File: src/rtl/fir_ctrl_pkg.sv
`default_nettype none
// ============================================================================
// Module  : fir_ctrl_pkg
// Purpose : Shared types and constants for the time-multiplexed FIR MAC
//           scheduler: controller state encoding, default geometry and the
//           accumulator width helper.
// Ports   : none (package)
// Rev     : 1.0  initial release
// ============================================================================
package fir_ctrl_pkg;

   localparam int DEF_TAPS      = 4;
   localparam int DEF_DW        = 8;
   localparam int DEF_OUT_SHIFT = 8;

   typedef enum logic [1:0] {
      ST_LOAD = 2'd0,
      ST_IDLE = 2'd1,
      ST_MAC  = 2'd2,
      ST_DONE = 2'd3
   } fir_state_t;

   // Full-width product plus enough headroom that summing TAPS products
   // can never wrap.
   function automatic int acc_width(input int taps, input int dw);
      return 2 * dw + $clog2(taps);
   endfunction

endpackage
`default_nettype wire

File: src/rtl/fir_mac_unit.sv
`default_nettype none
// ============================================================================
// Module  : fir_mac_unit
// Purpose : Single shared multiplier plus accumulator. Clears on request,
//           accumulates coef*samp when enabled and, on the final tap,
//           captures the saturated, shifted running sum as the output.
// Ports   : clk, rst_n       clock, async active-low reset
//           acc_clr          zero the accumulator
//           acc_en           add coef*samp to the accumulator
//           out_en           last tap: latch saturated result into y_data
//           coef, samp       multiplier operands (DW bits, unsigned)
//           y_data           registered saturated result (DW bits)
// Rev     : 1.0  initial release
// ============================================================================
module fir_mac_unit
   import fir_ctrl_pkg::*;
#(
   parameter int DW        = DEF_DW,
   parameter int AW        = acc_width(DEF_TAPS, DEF_DW),
   parameter int OUT_SHIFT = DEF_OUT_SHIFT
) (
   input  logic          clk,
   input  logic          rst_n,
   input  logic          acc_clr,
   input  logic          acc_en,
   input  logic          out_en,
   input  logic [DW-1:0] coef,
   input  logic [DW-1:0] samp,
   output logic [DW-1:0] y_data
);

   logic [AW-1:0]   acc_q, acc_d;
   logic [DW-1:0]   y_q, y_d;
   logic [2*DW-1:0] prod;
   logic [AW-1:0]   acc_sum;
   logic [AW-1:0]   acc_shr;
   logic [DW-1:0]   y_sat;

   assign prod    = {{DW{1'b0}}, coef} * {{DW{1'b0}}, samp};
   assign acc_sum = acc_q + {{(AW-2*DW){1'b0}}, prod};
   assign acc_shr = acc_sum >> OUT_SHIFT;
   // Output uses the sum including the final tap's product, so the result
   // is available on the same edge that completes the last accumulate.
   assign y_sat   = (|acc_shr[AW-1:DW]) ? {DW{1'b1}} : acc_shr[DW-1:0];

   always_comb begin
      acc_d = acc_q;
      y_d   = y_q;
      if (acc_clr) begin
         acc_d = '0;
      end else if (acc_en) begin
         acc_d = acc_sum;
      end
      if (out_en) begin
         y_d = y_sat;
      end
   end

   always_ff @(posedge clk or negedge rst_n) begin
      if (!rst_n) begin
         acc_q <= '0;
         y_q   <= '0;
      end else begin
         acc_q <= acc_d;
         y_q   <= y_d;
      end
   end

   assign y_data = y_q;

endmodule
`default_nettype wire

File: src/rtl/fir_mac_scheduler.sv
`default_nettype none
// ============================================================================
// Module  : fir_mac_scheduler
// Purpose : Controller for a small unsigned FIR filter that time-shares one
//           multiplier across all taps. Loads coefficients over a
//           valid/ready port, accepts one sample at a time, runs TAPS MAC
//           cycles and emits one saturated result per sample.
// Ports   : clk, rst_n                 clock, async active-low reset
//           coef_load                  reload request (honoured in IDLE)
//           coef_valid/ready/data      coefficient stream, h[0] first
//           sample_valid/ready/data    input sample handshake
//           y_valid, y_data            one-cycle result pulse / held result
//           busy                       high while a sample is in flight
// Rev     : 1.0  initial release
// ============================================================================
module fir_mac_scheduler
   import fir_ctrl_pkg::*;
#(
   parameter int TAPS      = DEF_TAPS,
   parameter int DW        = DEF_DW,
   parameter int OUT_SHIFT = DEF_OUT_SHIFT
) (
   input  logic          clk,
   input  logic          rst_n,
   input  logic          coef_load,
   input  logic          coef_valid,
   input  logic [DW-1:0] coef_data,
   output logic          coef_ready,
   input  logic          sample_valid,
   input  logic [DW-1:0] sample_data,
   output logic          sample_ready,
   output logic          y_valid,
   output logic [DW-1:0] y_data,
   output logic          busy
);

   localparam int CW = $clog2(TAPS);
   localparam int AW = acc_width(TAPS, DW);
   localparam logic [CW-1:0] CNT_LAST = CW'(TAPS - 1);

   fir_state_t    state_q, state_d;
   logic [CW-1:0] cnt_q, cnt_d;
   logic [DW-1:0] h_q [TAPS];
   logic [DW-1:0] h_d [TAPS];
   logic [DW-1:0] x_q [TAPS];
   logic [DW-1:0] x_d [TAPS];

   logic acc_clr;
   logic acc_en;
   logic out_en;

   always_comb begin
      state_d = state_q;
      cnt_d   = cnt_q;
      h_d     = h_q;
      x_d     = x_q;
      acc_clr = 1'b0;
      acc_en  = 1'b0;
      out_en  = 1'b0;
      case (state_q)
         ST_LOAD: begin
            // coef_ready is high throughout LOAD, so valid alone is a transfer.
            if (coef_valid) begin
               h_d[cnt_q] = coef_data;
               if (cnt_q == CNT_LAST) begin
                  cnt_d   = '0;
                  state_d = ST_IDLE;
               end else begin
                  cnt_d = cnt_q + 1'b1;
               end
            end
         end
         ST_IDLE: begin
            // Reload wins over a concurrent sample; sample_ready is already
            // low in that case so the sample is simply not taken.
            if (coef_load) begin
               for (int i = 0; i < TAPS; i++) begin
                  x_d[i] = '0;
               end
               cnt_d   = '0;
               state_d = ST_LOAD;
            end else if (sample_valid) begin
               x_d[0] = sample_data;
               for (int i = 1; i < TAPS; i++) begin
                  x_d[i] = x_q[i-1];
               end
               acc_clr = 1'b1;
               cnt_d   = '0;
               state_d = ST_MAC;
            end
         end
         ST_MAC: begin
            acc_en = 1'b1;
            if (cnt_q == CNT_LAST) begin
               out_en  = 1'b1;
               cnt_d   = '0;
               state_d = ST_DONE;
            end else begin
               cnt_d = cnt_q + 1'b1;
            end
         end
         ST_DONE: begin
            state_d = ST_IDLE;
         end
         default: begin
            state_d = ST_LOAD;
         end
      endcase
   end

   always_ff @(posedge clk or negedge rst_n) begin
      if (!rst_n) begin
         state_q <= ST_LOAD;
         cnt_q   <= '0;
         for (int i = 0; i < TAPS; i++) begin
            h_q[i] <= '0;
            x_q[i] <= '0;
         end
      end else begin
         state_q <= state_d;
         cnt_q   <= cnt_d;
         for (int i = 0; i < TAPS; i++) begin
            h_q[i] <= h_d[i];
            x_q[i] <= x_d[i];
         end
      end
   end

   fir_mac_unit #(
      .DW        (DW),
      .AW        (AW),
      .OUT_SHIFT (OUT_SHIFT)
   ) u_mac (
      .clk     (clk),
      .rst_n   (rst_n),
      .acc_clr (acc_clr),
      .acc_en  (acc_en),
      .out_en  (out_en),
      .coef    (h_q[cnt_q]),
      .samp    (x_q[cnt_q]),
      .y_data  (y_data)
   );

   // Handshake outputs are pure state decodes, independent of *_valid.
   assign coef_ready   = (state_q == ST_LOAD);
   assign sample_ready = (state_q == ST_IDLE) && !coef_load;
   assign y_valid      = (state_q == ST_DONE);
   assign busy         = (state_q == ST_MAC) || (state_q == ST_DONE);

endmodule
`default_nettype wire

File: config.mk
export PLATFORM = sky130hd
export DESIGN_NAME = fir_mac_scheduler
export DESIGN_NICKNAME = d
export VERILOG_FILES = /design/src/rtl/fir_ctrl_pkg.sv /design/src/rtl/fir_mac_unit.sv /design/src/rtl/fir_mac_scheduler.sv
export SDC_FILE = /design/constraint.sdc
export NUM_CORES = 1
export LEC_CHECK = 0
export BUFFER_PORTS_ARGS = -buffer_cell sky130_fd_sc_hd__buf_4
export CORE_AREA = 2 2 116 118
export DETAILED_ROUTE_END_ITERATION = 12
export DIE_AREA = 0 0 118 120
export GPL_TIMING_DRIVEN = 0
export PLACE_DENSITY = 0.75
export SLEW_MARGIN = 20
export SYNTH_ARGS = -nofsm -noshare
export SYNTH_HDL_FRONTEND = slang
export SYNTH_SLANG_ARGS = --single-unit
File: constraint.sdc
create_clock -name clk -period 5.05 [get_ports clk]
set_input_delay 0.7575 -clock clk [delete_from_list [all_inputs] [get_ports clk]]
set_output_delay 0.7575 -clock clk [all_outputs]
set_load 0.05 [all_outputs]
# After elaboration in Yosys (flattened, before gate mapping)

Index checks and enable logic that the tools add are counted.
W data, S select, Z words.

Flip-flop bits (word level): 94
Latch bits: 0
RAM bits: 0
Memory bits (read-only): 0
Output and inout port bits: 12
Word-level logic and storage cells: 70
Memories: 0

Add/subtract/negate cells: 2
Multipliers: 1
Div/mod/pow operators: 0
Magnitude comparators: 2
Equality and inequality tests: 8
Shifts and indexed selects: 0
Muxes and demuxes: 31
Bitwise logic cells: 1
Reduce and logical (&&, ||, !) cells: 13

Operators with widths:

| operator              | count |
|---|---|
| $mux W32              | 2 |
| $mux W8               | 6 |
| $mux W18              | 2 |
| $bmux W8 S2           | 2 |
| $bwmux W32            | 1 |
| $add A18 B16 Y18      | 1 |
| $mux W2               | 9 |
| $demux W8 S2          | 1 |
| $mul A8 B8 Y16        | 1 |
| $pmux W2 S4           | 1 |
| $eq A2 B2 Y1 const B  | 3 |
| $mux W1               | 6 |
| $pmux W2 S3           | 1 |
| $ne A2 B2 Y1 const B  | 2 |
| $reduce_and A2 Y1     | 2 |
| $reduce_and A4 Y1     | 1 |
| $reduce_bool A2 Y1    | 2 |
| $ge A3 B3 Y1 const B  | 1 |
| $lt A3 B1 Y1 const B  | 1 |
| $ne A3 B3 Y1 const B  | 1 |
| $not A2 Y3            | 1 |
| $reduce_and A3 Y1     | 1 |
| $reduce_bool A3 Y1    | 1 |
| $add A2 B1 Y2 const B | 1 |
| other kinds (7)       | 8 |

# Depth between registers and ports, before layout

Depth in word-level cells: 8
Depth in mapped cells: 21
Depth with buffers taken out: 18

# By module

Synthesis repeated with hierarchy kept, for this count alone.

Cell total of the unflattened synthesis: 681
Area total of the unflattened synthesis: 7036.7 sq um

Modules (own cells, without submodules):

| module            | times used | cells an instance | area an instance (sq um) | seq. area each (sq um) |
|---|---|---|---|---|
| fir_mac_unit      | 1          | 415               | 3694.8                   | 650.6 |
| fir_mac_scheduler | 1          | 266               | 3342.0                   | 1701.6 |

# Worst setup path before layout

Ideal clock, no wire load.

Kind: register -> register
Start point: register cnt_q[0]
End point: register u_mac.acc_q[17]
Data arrival time: 5532 ps
Data required time: 4976 ps
Setup slack: -557 ps
Stages on the path, launching flop included: 18
Path buffers: 2
Period minus slack after synthesis: 5607 ps
Path through: dfrtp_1 -> buf_2 -> buf_2 -> mux4_2 -> and2_1 -> fa_1 -> fa_1 -> fa_1 -> inv_1 -> fa_1 -> inv_1 -> ha_1 -> a21oi_2 -> nand3_1 -> o21a_2 -> or4_4 -> a31o_1 -> a21oi_2

Longest elaborated chain between the ends: 8
Elaborated cells between the ends (all ways): 11
Classes of those cells: add/sub (1); mul (1); mux (8); bitwise (1)

Ends and longest elaborated chain:

| element                                 | line                                               | RTL |
|---|---|---|
| from (decl)                             | fir_mac_scheduler.sv:42                            | `logic [CW-1:0] cnt_q, cnt_d;` |
| from (signal assigned)                  | fir_mac_scheduler.sv:121                           | `cnt_q <= cnt_d;` |
| $not A2 Y3 (implied by the code) *      | fir_mac_scheduler.sv:139, fir_mac_scheduler.sv:140 |  |
| $bmux W8 S2 (on tied branches)          | fir_mac_scheduler.sv:139, fir_mac_scheduler.sv:140 |  |
| $mux W8 (on tied branches) (2 in a row) | fir_mac_scheduler.sv:139, fir_mac_scheduler.sv:140 |  |
| $mul A8 B8 Y16 *                        | fir_mac_unit.sv:39                                 | `assign prod = {{DW{1'b0}}, coef} * {{DW{1'b0}}, samp};` |
| $add A18 B16 Y18 *                      | fir_mac_unit.sv:40                                 | `assign acc_sum = acc_q + {{(AW-2*DW){1'b0}}, prod};` |
| $mux W18 *                              | fir_mac_unit.sv:51                                 | `end else if (acc_en) begin` |
| $mux W18 *                              | fir_mac_unit.sv:49                                 | `if (acc_clr) begin` |
| to (signal assigned)                    | fir_mac_unit.sv:61                                 | `acc_q <= '0;` |
| to (signal assigned)                    | fir_mac_unit.sv:64                                 | `acc_q <= acc_d;` |
| to (decl)                               | fir_mac_unit.sv:32                                 | `logic [AW-1:0] acc_q, acc_d;` |

Mark *: on every way between the ends. The rest lies on a longest branch, timed or not. The select of a mux whose other input is x is not followed.
A chain may end at the register's enable or synchronous reset.

# Worst setup path in the final report

Start point: register cnt_q[0]
End point: register u_mac.acc_q[16]

Same word-level chain as after synthesis.

==> flow_summary.toml <==
[run_status]
outcome = "finished, violations left"
violations = "negative setup slack"

[cts]
root_buffer = "clkbuf_16"
numCtsBuffers = 9
clk_pin_slew_ns = 0.07
h-tree-depth = 3
cts_buffer_depth = 2
cts.sinks = 94
clock_latency_ns = 0.35
cts_tree = "built"

[route]
drc = 0
ant_nets = 0
dr.first_iter.drc_count = 318
routed_wl_mm = 17.2
vias_per_cell = 5.74
wl_per_cell_um = 18.4
dr.pass1.iters = 5
vias = 5368

[power_and_ir_drop]
peakVddDrop_mv = 0.358
report.power.total_mw = 6.10
total_leakage_power_nw = 4.10
power.density_nw_per_um2 = 717

[grt]
grt_overflow = 0
groute.usage.overall_pct = 25.0
grt_pass1_wl_mm = 27.9
grt_pass1_vias = 5738
antenna_found_initial = 0
grt_max_degree = 95

[placement]
port_buffers = 31
place.gp.congestion = 0.957
hpwl_mm = 12.0

[floorplanning]
core-area_um2 = 13000
rows = 42
dieArea_um2 = 14200
start_util_pct = 54.0
pin_count = 33
die_h_um = 120
die_w_um = 118

[critical_path]
path_cells = "buf_8, buf_4, mux4_2, buf_4, nand2_1, fa_1, inv_1, fa_1, fa_1, inv_1, fa_1, inv_2, ha_4, buf_4, nand2_1, nor3_4, and3b_2, o31ai_4, xor2_2, buf_4, a211oi_1"
end_kind = "flip-flop"
crit_fanout = 9
crit_arrival_ns = 5.60
crit_type = "flip-flop to flip-flop"
critPathMaxStageDelay_ns = 0.62
cp.required_ns = 5.31
critPathLaunchType = "flip-flop"
crit_slowest_cell = "mux4_2"
path_buf_inv = 8
crit_family = "adder cells"

[timing]
tightest_slew_ns = 0.866
finalHoldViolations = 0
layout_min_cycle_time_ns = 5.34
setup_viol = 14
rsz0062_at_grt = "true"
tns_ns = -2.39
relSlewSlack_pct = 42.2
timing.final.crit_share_pct = 106
timing.final.ws_setup_ns = -0.290
finalMaxSlewViolations = 0
fmax_mhz = 187
finClkSkew_ns = 0.00651

[finish]
fillCellCount = 955
layout-drive-gt1-share_pct = 29.1
fin_nets = 875
antenna_cells = 0
multi_input_area_um2 = 4500
area_delta_synth_final_pct = 21.5
ff_latch_area_um2 = 2350
final_util_pct = 65.5

[logic_synthesis]
synth_top_area_share_pct = 33.6
syn-num-nets = 790
synth.top_cells.by_area = "dfrtp_1 (34%), fa_1 (14%), ha_1 (8.8%)"
yosysSeqAreaShare_pct = 33.6
yosys.cell_types.count = 58
syn-mean-instance-area_um2 = 10.5
ys.flop_type = "dfrtp_1"
postSynth.asyncResetShare_pct = 100
ys_seq_elements = 94
syn-cell-area_um2 = 7000
synth-edff-count = 0
yosysWarnings = 0
yosys.area.top_type = "dfrtp_1"
syn_inst = 670

[min_path]
hold_class = "input port to async pin"

[job]
max-cap-violations = 0
[routing by layer]
| metal | routed length [um] | global-route usage, % |
|---|---|---|
| met1 | 7060 | 30.2 |
| met2 | 8720 | 43.7 |
| met3 | 648 | 3.33 |
| met4 | 780 | 13.7 |
| met5 | 0 | 0 |
[area by class of cell]
type | count | area share, %
inverters | 107 | 4.72
clock buffers | 12 | 3.02
flip-flops and latches | 94 | 27.7
well taps | 176 | 2.59
multi-input cells | 446 | 52.9
repair buffers | 74 | 6.99
plain buffers | 23 | 1.76
clock inverters | 4 | 0.353
[per-stage QoR]
| step | cells | setup WS [ns] | area [um2] | hold slack (ns) |
|---|---|---|---|---|
| after floorplan | 670 | -0.0731 | 7090 | 0.461 |
| after global placement | 877 | -0.605 | 7540 | 0.477 |
| after detailed placement | 877 | -0.656 | 7540 | 0.484 |
| after CTS | 930 | -0.221 | 8340 | 0.502 |
| after global routing | 936 | -0.406 | 8510 | 0.518 |
| final | 936 | -0.290 | 8510 | 0.477 |
[cell usage in the layout, fill, tap and decap left out, types with 24 or more instances in the layout]
master / count
and2_1: 24
nor2_1: 43
nand2_1: 41
mux2_2: 32
ha_1: 42
buf_4: 69
inv_1: 101
dfrtp_1: 94
fa_1: 45
a22o_1: 32
[cell families (layout without fill, tap and decap cells)]
family                     Yosys count  after routing  share of synthesized area (%)
and+or+nand+nor                    178            178                           12.6
buffers and inverters              130            220                           7.15
AOI/OAI and AO/OA                  106            106                           11.1
adders and majority gates           99             99                           23.0
DFF                                 94             94                           33.6
muxes                               58             58                           11.7
xor gates and xnor gates             5              5                          0.733
[flip-flops by register name, indices dropped and copies added (netlist names)]
name / cells
u_mac.acc_q: 18
x_q: 32
state_q: 2
cnt_q: 2
u_mac.y_data: 8
h_q: 32
[where the power goes]
group	internal [mW]	switching, mW
Combinational	1.90	2.34
Sequential	1.02	0.174
Clock	0.363	0.302
Total	3.29	2.82
[Yosys cell counts, types with 7 or more instances]
cell type    n
fa_1        50
nor3_1       7
nor2_1      46
a21oi_1     15
nand3_1     12
ha_1        49
clkbuf_1    14
nand2_1     46
mux2i_1     10
and2_1      37
mux2_2      32
o21ai_0     16
a22o_1      32
inv_1      107
mux4_2      16
dfrtp_1     94
a31oi_1     10
[repair_timing]
action | in CTS | in global routing
hold buffers | 0 | 0
endpoints found under the setup margin | 18 | 18
pin swaps | 41 | 31
buffers inserted | 37 | 6
resized for setup | 53 | 33
[final timing paths]
check,to,depth (start not counted),slack (ns),start
min in group clk,x_q[4]$_DFFE_PN0P_,1,0.50,x_q[4]$_DFFE_PN0P_
worst min-delay path,u_mac.acc_q[11]$_DFFE_PN0P_,1,0.48,rst_n
max in group asynchronous,x_q[20]$_DFFE_PN0P_,1,3.97,rst_n
worst max register to register,u_mac.acc_q[16]$_DFFE_PN0P_,21,-0.29,cnt_q[0]$_DFFE_PN0P_
worst max-delay path,u_mac.acc_q[16]$_DFFE_PN0P_,21,-0.29,cnt_q[0]$_DFFE_PN0P_
worst min register to register,x_q[4]$_DFFE_PN0P_,1,0.50,x_q[4]$_DFFE_PN0P_
[worst register-to-register path, cell delays in order (launching register included)]
cell	delay, ns
dfrtp_1	0.38
buf_8	0.14
buf_4	0.11
mux4_2	0.62
buf_4	0.19
nand2_1	0.07
fa_1	0.44
inv_1	0.10
fa_1	0.43
fa_1	0.50
inv_1	0.05
fa_1	0.54
inv_2	0.05
ha_4	0.27
buf_4	0.13
nand2_1	0.14
nor3_4	0.20
and3b_2	0.23
o31ai_4	0.07
xor2_2	0.17
buf_4	0.17
a211oi_1	0.24
(Power assumes the default switching activity.)
